[config.mk]
export PLATFORM = sky130hd
export DESIGN_NAME = puf_response_collector
export DESIGN_NICKNAME = d
export VERILOG_FILES = /design/src/rtl/puf_pkg.sv /design/src/rtl/puf_majority_voter.sv /design/src/rtl/puf_response_collector.sv
export SDC_FILE = /design/constraint.sdc
export NUM_CORES = 1
export LEC_CHECK = 0
export BUFFER_PORTS_ARGS = -buffer_cell sky130_fd_sc_hd__buf_2
export CELL_PAD_IN_SITES_DETAIL_PLACEMENT = 2
export CELL_PAD_IN_SITES_GLOBAL_PLACEMENT = 2
export CORE_UTILIZATION = 39
export DETAILED_ROUTE_END_ITERATION = 8
export GPL_TIMING_DRIVEN = 1
export HOLD_SLACK_MARGIN = 0.08
export PLACE_DENSITY = 0.9
export SLEW_MARGIN = 30
export SYNTH_ARGS = -nofsm -noshare
export SYNTH_HDL_FRONTEND = slang
export SYNTH_HIERARCHICAL = 1
export SYNTH_SLANG_ARGS = --single-unit
[constraint.sdc]
create_clock -name clk -period 3 [get_ports clk]
set_clock_uncertainty 0.05 [all_clocks]
set_input_delay 0.45 -clock clk [delete_from_list [all_inputs] [get_ports clk]]
set_output_delay 0.45 -clock clk [all_outputs]
set_load 0.05 [all_outputs]
[src/rtl/puf_pkg.sv]
// Shared PUF definitions: response/challenge widths used by the collector
// and the key-expansion stage, plus the collector state encoding.
package puf_pkg;

   localparam int PUF_RESP_WIDTH = 16;
   localparam int PUF_CHAL_WIDTH = 8;

   typedef enum logic [2:0] {
      S_IDLE,
      S_ISSUE,
      S_WAIT,
      S_DONE,
      S_ERR
   } collector_state_e;

endpackage

[src/rtl/puf_majority_voter.sv]
// Counts repeated PUF evaluations of one challenge and majority-votes
// them into a single stable bit.
module puf_majority_voter #(
   parameter int NUM_VOTES = 5
) (
   input  logic clk,
   input  logic rst,
   input  logic clr,
   input  logic sample,
   input  logic puf_bit,
   output logic bit_done,
   output logic voted_bit
);

   localparam int VW = $clog2(NUM_VOTES + 1);

   logic [VW-1:0] vote_cnt;
   logic [VW-1:0] ones_cnt;
   logic [VW-1:0] ones_nxt;

   assign ones_nxt  = ones_cnt + VW'(puf_bit);
   assign bit_done  = sample && (vote_cnt == VW'(NUM_VOTES - 1));
   // The current sample is folded in so the decision lands on the last vote.
   assign voted_bit = ones_nxt > VW'(NUM_VOTES / 2);

   always_ff @(posedge clk or posedge rst) begin
      if (rst) begin
         vote_cnt <= '0;
         ones_cnt <= '0;
      end else if (clr || bit_done) begin
         vote_cnt <= '0;
         ones_cnt <= '0;
      end else if (sample) begin
         vote_cnt <= vote_cnt + VW'(1);
         ones_cnt <= ones_nxt;
      end
   end

endmodule

[src/rtl/puf_response_collector.sv]
// Sequences challenges into the PUF core, majority-votes the responses and
// hands a stable response plus start pulse to the key-expansion stage.
module puf_response_collector
   import puf_pkg::*;
#(
   parameter int RESP_WIDTH     = PUF_RESP_WIDTH,
   parameter int CHAL_WIDTH     = PUF_CHAL_WIDTH,
   parameter int NUM_VOTES      = 5,
   parameter int TIMEOUT_CYCLES = 64
) (
   input  logic                  clk,
   input  logic                  rst,
   input  logic                  req,
   input  logic [CHAL_WIDTH-1:0] challenge_base,
   output logic [CHAL_WIDTH-1:0] puf_challenge,
   output logic                  puf_eval,
   input  logic                  puf_bit,
   input  logic                  puf_bit_valid,
   output logic [RESP_WIDTH-1:0] puf_response,
   output logic                  puf_start,
   output logic                  busy,
   output logic                  error
);

   localparam int BW = $clog2(RESP_WIDTH);
   localparam int TW = $clog2(TIMEOUT_CYCLES + 1);

   collector_state_e      state;
   logic [CHAL_WIDTH-1:0] chal_base;
   logic [BW-1:0]         bit_idx;
   logic [TW-1:0]         tmo_cnt;
   logic [RESP_WIDTH-1:0] asm_q;
   logic [RESP_WIDTH-1:0] asm_nxt;
   logic                  sample;
   logic                  clr;
   logic                  bit_done;
   logic                  voted_bit;
   logic                  last_bit;
   logic                  tmo_hit;

   assign sample   = (state == S_WAIT) && puf_bit_valid;
   assign clr      = (state == S_IDLE) && req;
   assign last_bit = bit_idx == BW'(RESP_WIDTH - 1);
   assign tmo_hit  = tmo_cnt == TW'(TIMEOUT_CYCLES - 1);

   always_comb begin
      asm_nxt          = asm_q;
      asm_nxt[bit_idx] = voted_bit;
   end

   puf_majority_voter #(
      .NUM_VOTES (NUM_VOTES)
   ) u_voter (
      .clk       (clk),
      .rst       (rst),
      .clr       (clr),
      .sample    (sample),
      .puf_bit   (puf_bit),
      .bit_done  (bit_done),
      .voted_bit (voted_bit)
   );

   always_ff @(posedge clk or posedge rst) begin
      if (rst) begin
         state         <= S_IDLE;
         chal_base     <= '0;
         bit_idx       <= '0;
         tmo_cnt       <= '0;
         asm_q         <= '0;
         puf_challenge <= '0;
         puf_eval      <= 1'b0;
         puf_response  <= '0;
         puf_start     <= 1'b0;
         busy          <= 1'b0;
         error         <= 1'b0;
      end else begin
         puf_eval  <= 1'b0;
         puf_start <= 1'b0;
         unique case (state)
            S_IDLE: begin
               if (req) begin
                  chal_base     <= challenge_base;
                  puf_challenge <= challenge_base;
                  bit_idx       <= '0;
                  asm_q         <= '0;
                  error         <= 1'b0;
                  busy          <= 1'b1;
                  puf_eval      <= 1'b1;
                  state         <= S_ISSUE;
               end
            end
            S_ISSUE: begin
               tmo_cnt <= '0;
               state   <= S_WAIT;
            end
            S_WAIT: begin
               // A valid in the final timeout cycle still counts.
               if (puf_bit_valid) begin
                  if (bit_done && last_bit) begin
                     asm_q        <= asm_nxt;
                     puf_response <= asm_nxt;
                     puf_start    <= 1'b1;
                     state        <= S_DONE;
                  end else begin
                     if (bit_done) begin
                        asm_q         <= asm_nxt;
                        bit_idx       <= bit_idx + BW'(1);
                        puf_challenge <= chal_base
                                       + CHAL_WIDTH'(bit_idx)
                                       + CHAL_WIDTH'(1);
                     end
                     puf_eval <= 1'b1;
                     state    <= S_ISSUE;
                  end
               end else if (tmo_hit) begin
                  error <= 1'b1;
                  state <= S_ERR;
               end else begin
                  tmo_cnt <= tmo_cnt + TW'(1);
               end
            end
            S_DONE, S_ERR: begin
               busy  <= 1'b0;
               state <= S_IDLE;
            end
            default: state <= S_IDLE;
         endcase
      end
   end

endmodule

==> results.md, run 1 <==
- Syn avg cell area: 9.42 sq um
- Tcrit/Tclk final: 83.7%
- Clock sink count: 71
- R2R Setup Slk: 490 ps
- CTS Buffer Depth: 2
- Delay of the slowest cell on the worst path: 460 ps
- Clock root buffer: clkbuf_8
- Total GRT Usage: 24.9%
- DPL Wire Length: 7140 um
- Mapped cell area: 3620 sq um
- Total power: 3.34 mW
- Routed Antenna Nets: 0
- Core Region: 8850 sq um
- Share of layout cells above drive strength 1: 17.7%
- Hold Crit Start: challenge_base[6]
- Crit path DAT: 2680 ps
- Post-Syn Instances: 384
- Most frequent cells in the layout: dfrtp_1 (71), nand2_1 (51), a21oi_1 (43)
- First-pass GRT wire length: 18700 um
- FMAX: 0.398 GHz
- Initial antenna violation count: 0
- Unrepaired setup endpoints after global routing: no
- Sequential share of the synthesized area: 49.1%
- I/O pins: 41
- Ys flop type: dfrtp_1
- Post-Layout Cell Count: 537
- Remaining DRCs: 0
- Die W: 98.3 um
- Std cell rows: 34
- Most common cell after layout, fill and taps aside: dfrtp_1
- Hold path cells: 3
- CP Max Fanout: 15
- GR Overflow Total: 0
- Worst hold endpoint: chal_base[6]$_DFFE_PP0N_
- Reg2Reg Capture Point: puf_challenge[7]$_DFFE_PP0P_
- Hold Vio Cnt, Final: 0
- Clock Pin Slew Worst Setup and Hold Paths: 80 ps
- Largest net degree at the start of global routing: 66
- Post-synth EDFFs: 0
- CP Cell Sequence: nor2_4 > and3_1 > and3_1 > and3_1 > a21o_1 > nand2_1 > a22oi_1 > o21ai_0
- Fillers: 958
- Status: finished clean
- Post-CTS Repair Setup Buffers: 0
- Slew @ Worst Pin: 860 ps
- Synth unique cells: 49
- Slew Limit Headroom: 42.7%
- Area Growth Syn to Fin: 14.0%
- RePlAce Congestion: 0.801
- Worst ir drop on vdd: 366 uV
- Initial Utilization: 40.9%
- Post-synth ARST share: 100%
- Tmin final: 2510 ps
- Drt wl/cell: 20.7 um
- Max cap viols: 0
- Die Y: 98.3 um
- Nets@finish: 451
- Die area: 9660 sq um
- Synth Net Count: 411
- Detailed Routing Iterations Pass 1: 6
- Worst Path Class, Setup: reg -> reg
- Static Leak: 2.09 nW
- Final WL: 11100 um
- Via count: 3074
- H-tree depth: 3
- CTS tree: done
- # diodes: 0
- # resized after CTS: 0
- Synth Register Bits: 71
- Num CTS Buffers: 9
- Worst setup EP type: flop
- Vias in the first global route: 3509
- WP data required: 3170 ps
- Worst r2r src: state[2]$_DFFE_PP0P_
- # setup viols final: 0
- DP Cell Count: 520
- HP Class: in -> reg
- Fin Setup TNS: 0 ps
- CP Launch Type: flop
- Pwr dens: 809 nW/um^2
- Slowest-stage cell, CP: dfrtp_1
- Most numerous cell on the critical path: and3_1
- R2R depth: 8
- Port Buffers: 40
- First-iteration detailed-routing DRC count: 127
- Via density: 5.72
- Ys Warns: 6
- Final slew viol count: 0
- Clock Latency Late Sink: 350 ps
-- flip-flops by register name, indices dropped and copies added, names as in the netlist, 3 cells and up --
name / count
puf_response: 16
bit_idx: 4
chal_base: 8
asm_q: 15
u_voter/vote_cnt: 3
state: 3
u_voter/ones_cnt: 3
puf_challenge: 8
tmo_cnt: 7
-- repair_timing --
action | 4_1_cts | 5_1_grt
hold endpoints to repair | 6 | 0
hold buffers | 1 | 0
setup endpoints to repair | 0 | 0
-- Yosys cell counts, types with 2 or more instances --
| cell | instances | area, sq um |
|---|---|---|
| nand2_1 | 51 | 191 |
| nand4_1 | 2 | 12.5 |
| ha_1 | 13 | 163 |
| o31ai_1 | 2 | 15.0 |
| buf_6 | 2 | 22.5 |
| nor3_2 | 2 | 20.0 |
| mux2i_1 | 16 | 160 |
| nand2b_1 | 5 | 31.3 |
| o21ai_1 | 2 | 10.0 |
| xor2_1 | 5 | 43.8 |
| xnor2_1 | 3 | 26.3 |
| buf_2 | 6 | 30.0 |
| nor3_1 | 3 | 15.0 |
| o211a_1 | 2 | 20.0 |
| nor2_4 | 2 | 22.5 |
| o21ai_0 | 42 | 210 |
| o22ai_1 | 3 | 18.8 |
| nor2_1 | 31 | 116 |
| dfrtp_1 | 71 | 1780 |
| a21oi_1 | 43 | 215 |
| a211oi_1 | 3 | 22.5 |
| clkbuf_1 | 11 | 41.3 |
| and3_1 | 7 | 43.8 |
| a21o_1 | 2 | 15.0 |
| inv_1 | 15 | 56.3 |
| nand3_1 | 13 | 65.1 |
| nor2b_1 | 5 | 31.3 |
-- power by group --
part	switching (mW)	internal [mW]
clock network	0.391	0.403
registers	0.150	1.12
logic	0.888	0.383
total	1.43	1.91
-- logic make-up (layout without fill, tap and decap cells) --
| logic type | after synthesis | after routing | synth area share, % |
|---|---|---|---|
| AOI/OAI and AO/OA | 110 | 110 | 17.3 |
| xor gates and xnor gates | 8 | 8 | 1.94 |
| adders and majority gates | 14 | 14 | 5.05 |
| buffers and inverters | 34 | 79 | 4.15 |
| DFF | 71 | 71 | 49.1 |
| muxes | 17 | 17 | 4.84 |
| and+or+nand+nor | 130 | 130 | 17.5 |
-- per-stage QoR --
step | utilization (%) | setup slack [ps] | area [sq um] | hold WS [ps]
CTS | 46.6 | 499 | 4120 | 256
floorplan | - | 874 | 3620 | 191
global placement | 44.3 | 782 | 3920 | 348
detailed placement | 44.3 | 593 | 3920 | 350
global route | 46.6 | 287 | 4120 | 288
finish | 46.6 | 489 | 4120 | 264
-- worst max-delay path: cells and delay by family, from the launching register on --
kind | cells | cell delay, ps
flip-flops | 1 | 460
AO/OA/AOI/OAI | 3 | 570
AND/OR/NAND/NOR | 5 | 1300
-- how the worst max path moves through the flow --
stage | to | slack, ps | start | cells after the start
6_report | puf_challenge[7]$_DFFE_PP0P_ | 490 | state[2]$_DFFE_PP0P_ | 8
5_1_grt | puf_challenge[7]$_DFFE_PP0P_ | 290 | state[2]$_DFFE_PP0P_ | 8
4_1_cts | puf_challenge[7]$_DFFE_PP0P_ | 500 | state[2]$_DFFE_PP0P_ | 8
3_5_place_dp | puf_challenge[7]$_DFFE_PP0P_ | 590 | state[2]$_DFFE_PP0P_ | 8
3_3_place_gp | puf_challenge[7]$_DFFE_PP0P_ | 780 | state[2]$_DFFE_PP0P_ | 8
2_1_floorplan | asm_q[0]$_DFFE_PP0P_ | 870 | rst | 1
-- final cells by class --
class | count | area (sq um) | share of cell area [%]
sequential | 71 | 1780 | 43.1
multi-input combinational | 279 | 1700 | 41.1
timing repair buffer | 48 | 263 | 6.37
clock buffer | 10 | 138 | 3.34
tap | 108 | 135 | 3.28
clock inverter | 6 | 60.1 | 1.46
inverter | 15 | 56.3 | 1.37
-- metal layers --
| metal | global-route usage (%) | vias up | wire length [um] |
|---|---|---|---|
| met5 | 0 | - | 0 |
| met4 | 8.04 | 0 | 161 |
| met3 | 4.72 | 14 | 377 |
| met2 | 43.4 | 62 | 5700 |
| met1 | 31.1 | 1583 | 4880 |
| li1 | - | 1415 | - |
Note: power is estimated with default switching activity, not from simulation.
==> run 2: changes to the inputs <==
--- a/config.mk
+++ b/config.mk
@@ -8,11 +8,11 @@
 export BUFFER_PORTS_ARGS = -buffer_cell sky130_fd_sc_hd__buf_2
 export CELL_PAD_IN_SITES_DETAIL_PLACEMENT = 2
 export CELL_PAD_IN_SITES_GLOBAL_PLACEMENT = 2
-export CORE_UTILIZATION = 39
+export CORE_UTILIZATION = 33
 export DETAILED_ROUTE_END_ITERATION = 8
 export GPL_TIMING_DRIVEN = 1
 export HOLD_SLACK_MARGIN = 0.08
-export PLACE_DENSITY = 0.9
+export PLACE_DENSITY = 0.82
 export SLEW_MARGIN = 30
 export SYNTH_ARGS = -nofsm -noshare
 export SYNTH_HDL_FRONTEND = slang
==> constraint.sdc (replaced) <==
create_clock -name clk -period 2.24 [get_ports clk]
set_clock_uncertainty 0.05 [all_clocks]
set_input_delay 0.336 -clock clk [delete_from_list [all_inputs] [get_ports clk]]
set_output_delay 0.336 -clock clk [all_outputs]
set_load 0.05 [all_outputs]
==> run 2 against run 1 <==
  * Sequential share of layout area down 1.6 points
  * First-iteration DRC count is 38% lower
  * Fmax increased by 20%
  * Routed wire length fell by 5.4%
  * Power rose by 40%
  * Non-clock buffer count increased by 10
  * Die area increased by 18%
  * Register-to-register slack got worse by 340 ps
  * Hold slack worse by 120 ps
  * Final cell count rose by 7.1%
==> results.md, run 2 (same netlist as run 1, synthesis figures left out) <==
- Status: finished clean
- Pwr dens: 1090 nW/um^2
- Area Growth Syn to Fin: 18.6%
- Most common cell after layout, fill and taps aside: dfrtp_1
- Static Leak: 2.16 nW
- Clock Latency Late Sink: 360 ps
- Worst Path Class, Setup: reg -> reg
- Port Buffers: 40
- Clock Pin Slew Worst Setup and Hold Paths: 90 ps
- Worst ir drop on vdd: 398 uV
- Initial Utilization: 34.6%
- Top flop regs: puf_response: 16 flops, asm_q: 15 flops
- Total GRT Usage: 19.6%
- Initial antenna violation count: 0
- Tmin final: 2100 ps
- # diodes: 0
- Share of layout cells above drive strength 1: 20.3%
- Worst hold-check slack: 141 ps
- First-iteration detailed-routing DRC count: 79
- WP data required: 2430 ps
- GR Overflow Total: 0
- Core Region: 10500 sq um
- Delay of the slowest cell on the worst path: 420 ps
- DPL Wire Length: 7190 um
- Crit path DAT: 2280 ps
- Detailed Routing Iterations Pass 1: 4
- Largest net degree at the start of global routing: 66
- Unrepaired setup endpoints after global routing: no
- I/O pins: 41
- Slowest-stage cell, CP: fa_1
- H-tree depth: 3
- Via density: 5.29
- HP Class: in -> reg
- Max cap viols: 0
- Remaining DRCs: 0
- Most frequent cells in the layout: dfrtp_1 (71), nand2_1 (50), a21oi_1 (43)
- Cell area after layout: 4290 sq um
- CP Cell Sequence: inv_1 > ha_1 > fa_1 > nor2b_2 > o21ai_0 > and4_1 > a211oi_1 > o21ai_0
- Drt wl/cell: 18.3 um
- Final WL: 10500 um
- Fin Setup TNS: 0 ps
- # setup viols final: 0
- First-pass GRT wire length: 17300 um
- CTS Buffer Depth: 2
- Most numerous cell on the critical path: o21ai_0
- CP Max Fanout: 3
- Largest reg by FF count: puf_response
- Final slew viol count: 0
- Clock sink count: 71
- Num CTS Buffers: 9
- Routed Antenna Nets: 0
- Hold Vio Cnt, Final: 0
- RePlAce Congestion: 0.805
- Placed cell area: 4050 sq um
- Nets@finish: 461
- Crit path max-delay family: adder cells
- Critical path buffers and inverters: 1
- Worst setup EP type: flop
- Slew @ Worst Pin: 594 ps
- Std cell rows: 37
- Die area: 11400 sq um
- Clock root buffer: clkbuf_8
- Largest register FFs: 16
- CP Launch Type: flop
- Die W: 107 um
- CTS tree: done
- Via count: 3040
- Slew Limit Headroom: 60.3%
- Tcrit/Tclk final: 93.5%
- FMAX: 0.477 GHz
- Post-CTS Repair Setup Buffers: 0
- Vias in the first global route: 3326
- Die Y: 107 um
[run 2: final timing paths]
check,start,end,slack (ps),depth (start not counted)
min,challenge_base[6],chal_base[6]$_DFFE_PP0N_,140,3
min in group asynchronous,rst,u_voter/vote_cnt[0]$_DFFE_PP0P_,410,3
max reg2reg,bit_idx[0]$_DFFE_PP0P_,puf_challenge[4]$_DFFE_PP0P_,140,8
max,bit_idx[0]$_DFFE_PP0P_,puf_challenge[4]$_DFFE_PP0P_,140,8
min reg2reg,puf_challenge[2]$_DFFE_PP0P_,puf_challenge[2]$_DFFE_PP0P_,430,2
max in group asynchronous,rst,puf_challenge[1]$_DFFE_PP0P_,1260,4
[run 2: final cells by class]
cell class                      instances  area [sq um]
Tap cell                              136           170
Sequential cell                        71          1780
Clock buffer                            9           124
Clock inverter                          7          95.1
Timing Repair Buffer                   58           363
Fill cell                            1178          6170
Inverter                               15          56.3
Multi-Input combinational cell        279          1700
[run 2: through the flow]
step	total power [mW]	setup WS, ps	cells	util (%)
finish	4.66	145	575	41.0
global route	4.92	11.6	575	41.0
CTS	4.68	28.5	575	40.9
detailed placement	3.46	110	558	38.7
global placement	3.35	258	558	38.7
floorplan	2.90	198	384	-
[run 2: power by group]
| part | switching [mW] | internal [mW] | leakage [nW] |
|---|---|---|---|
| Clock | 0.557 | 0.629 | 0.110 |
| Sequential | 0.177 | 1.50 | 0.951 |
| Combinational | 1.22 | 0.578 | 1.10 |
| Total | 1.96 | 2.71 | 2.16 |
[run 2: worst min-delay path, cell delays in order]
cell	delay, ps
buf_2	90
nand2_1	50
nand2_1	50
[run 2: layer usage]
layer,vias to the layer above,track usage [%],part of all wire [%],wire (um)
li1,1429,-,-,-
met1,1559,25.4,46,4850
met2,40,32.9,50,5230
met3,12,4.32,2.7,283
met4,0,5.58,1.4,150
met5,-,0,0,0
[run 2: repair_timing]
action / 4_1_cts / 5_1_grt
setup endpoints to repair: 0 / 7
gates resized for setup: 0 / 4
hold buffers: 1 / 0
hold endpoints to repair: 71 / 0
==> run 3: changes to the inputs <==
--- a/config.mk
+++ b/config.mk
@@ -12,7 +12,8 @@
 export DETAILED_ROUTE_END_ITERATION = 8
 export GPL_TIMING_DRIVEN = 1
 export HOLD_SLACK_MARGIN = 0.08
-export PLACE_DENSITY = 0.82
+export PLACE_DENSITY_LB_ADDON = 0.1
+export SKIP_CTS_REPAIR_TIMING = 1
 export SLEW_MARGIN = 30
 export SYNTH_ARGS = -nofsm -noshare
 export SYNTH_HDL_FRONTEND = slang
==> run 3 against run 2 <==
  * Hold slack worse by 6.0 ps
  * Routed wire length is 2.1% lower
  * Count of clock-buffer cells in the layout is 2 higher
  * Setup slack worse by 39 ps
  * Critical endpoint is now bit_idx[0]$_DFFE_PP0P_
  * Highest routed layer unchanged
  * Final cell count is 0.87% higher
  * Sequential share of layout area is 0.77 points lower
  * Power is 4.3% higher
  * Non-clock buffer count is 5 higher
  * Fmax is 1.8% lower
  * Sequential power hardly changed
  * Combinational power hardly changed
==> results.md, run 3 (same netlist as run 1, synthesis figures left out) <==
- Final slew viol count: 0
- CTS tree: done
- Via count: 3052
- Worst r2r src: state[2]$_DFFE_PP0P_
- Fillers: 1177
- Core Region: 10500 sq um
- Area Growth Syn to Fin: 20.8%
- Hold Vio Cnt, Final: 0
- Critical path buffers and inverters: 0
- CP Cell Sequence: nor2_4 > and3_1 > and3_1 > and3_1 > a21oi_1 > nor2_1 > nand2_1 > o21ai_0
- Worst ir drop on vdd: 389 uV
- Slew @ Worst Pin: 618 ps
- Clock share of power: 29.2%
- Largest register FFs: 16
- Clock sink count: 71
- Most numerous cell on the critical path: and3_1
- Internal power: 2.98 mW
- Fin Setup TNS: 0 ps
- H-tree depth: 3
- Largest net degree at the start of global routing: 66
- Die W: 107 um
- Worst hold endpoint: chal_base[7]$_DFFE_PP0N_
- Routed Antenna Nets: 0
- Share of layout cells above drive strength 1: 20.3%
- First-pass GRT wire length: 17700 um
- Std cell rows: 37
- # diodes: 0
- Delay of the slowest cell on the worst path: 410 ps
- Largest reg by FF count: puf_response
- Slew Limit Headroom: 58.7%
- Clock Latency Late Sink: 360 ps
- Port Buffers: 40
- Top flop regs: puf_response: 16 flops, asm_q: 15 flops
- Most frequent cells in the layout: dfrtp_1 (71), nand2_1 (51), a21oi_1 (43)
- Num CTS Buffers: 9
- Crit path DAT: 2350 ps
- Comb pwr share: 36.5%
- HP Class: in -> reg
- RePlAce Congestion: 0.790
- Drt wl/cell: 17.8 um
- Remaining DRCs: 0
- DPL Wire Length: 6870 um
- Pwr dens: 1110 nW/um^2
- Nets@finish: 466
- R2R depth: 8
- Worst Path Class, Setup: reg -> reg
- Reg2Reg Capture Point: bit_idx[0]$_DFFE_PP0P_
- Clock root buffer: clkbuf_8
- First-iteration detailed-routing DRC count: 98
- Initial Utilization: 34.6%
- Worst hold-check slack: 135 ps
- Hold path cells: 3
- CP Launch Type: flop
- Total GRT Usage: 20.0%
- FMAX: 0.469 GHz
- Static Leak: 2.21 nW
- Worst setup EP type: flop
- Vias in the first global route: 3447
- Die area: 11400 sq um
- # setup viols final: 0
- Status: finished clean
- Initial antenna violation count: 0
- R2R Setup Slk: 110 ps
- Max cap viols: 0
- Unrepaired setup endpoints after global routing: no
- CTS Buffer Depth: 2
- Tcrit/Tclk final: 95.3%
- Die Y: 107 um
- Tmin final: 2130 ps
- Via density: 5.26
- Final WL: 10300 um
- Slowest-stage cell, CP: dfrtp_1
- Switching Power: 1.88 mW
- Detailed Routing Iterations Pass 1: 4
- Seq pwr share: 34.3%
- Sw frac: 38.7%
- Crit path max-delay family: simple AND/OR/NAND/NOR gates
- I/O pins: 41
- Most common cell after layout, fill and taps aside: dfrtp_1
- GR Overflow Total: 0
- Hold Crit Start: challenge_base[7]
- CP Max Fanout: 5
- WP data required: 2460 ps
- Clock Pin Slew Worst Setup and Hold Paths: 90 ps
==> run 3: changes by cell type in the layout (fill, tap and decap cells not counted), sizes merged <==
cell	previous run	this run
buf	57	62
bufinv	2	4
clkbuf	9	11
clkinv	3	1
clkinvlp	1	0
inv	16	15
==> run 3: layout make-up <==
class	instances	area (sq um)	share of cell area, %
inverter	15	56.3	1.29
multi-input combinational	279	1700	38.8
clock inverter	5	129	2.95
timing repair buffer	63	400	9.16
clock buffer	11	141	3.24
sequential	71	1780	40.7
tap	136	170	3.89
==> run 3: through the flow <==
step                cell area [sq um]  instances  utilization [%]  worst slack (ps)  power (mW)
floorplan                        3620        384                -               198        2.90
global placement                 4090        563             39.1               287        3.41
detailed placement               4090        563             39.1               228        3.48
CTS                              4360        579             41.7               104        4.93
global route                     4370        580             41.8              29.1        5.16
finish                           4370        580             41.8               106        4.86
==> run 3: worst max path at each step <==
stage / startpoint / end / slack, ps / cells past startpoint
6_report: state[2]$_DFFE_PP0P_ / bit_idx[0]$_DFFE_PP0P_ / 110 / 8
5_1_grt: state[2]$_DFFE_PP0P_ / bit_idx[0]$_DFFE_PP0P_ / 30 / 8
4_1_cts: state[2]$_DFFE_PP0P_ / bit_idx[0]$_DFFE_PP0P_ / 100 / 8
3_5_place_dp: bit_idx[0]$_DFFE_PP0P_ / puf_challenge[4]$_DFFE_PP0P_ / 230 / 8
3_3_place_gp: bit_idx[0]$_DFFE_PP0P_ / puf_challenge[4]$_DFFE_PP0P_ / 290 / 8
2_1_floorplan: state[2]$_DFFE_PP0P_ / puf_challenge[5]$_DFFE_PP0P_ / 200 / 9
==> run 3: layer usage <==
metal | up-vias | share of wire, % | track usage, %
li1 | 1436 | - | -
met1 | 1571 | 46 | 25.4
met2 | 34 | 51 | 35.1
met3 | 11 | 2.2 | 3.22
met4 | 0 | 1.1 | 5.28
met5 | - | 0 | 0
==> run 3: worst register-to-register path: cells and delay by family (launching register included) <==
family | cells | cell delay, ps
AOI/OAI and AO/OA | 2 | 330
DFF | 1 | 410
and+or+nand+nor | 6 | 1270
==> run 3: power groups by stage <==
stage,clock network (mW),registers (mW),logic [mW]
after global routing,1.49,1.70,1.97
after global placement,0,1.68,1.73
after CTS,1.46,1.67,1.80
final,1.42,1.67,1.77
after detailed placement,0,1.69,1.78
after floorplan,0,1.96,0.942
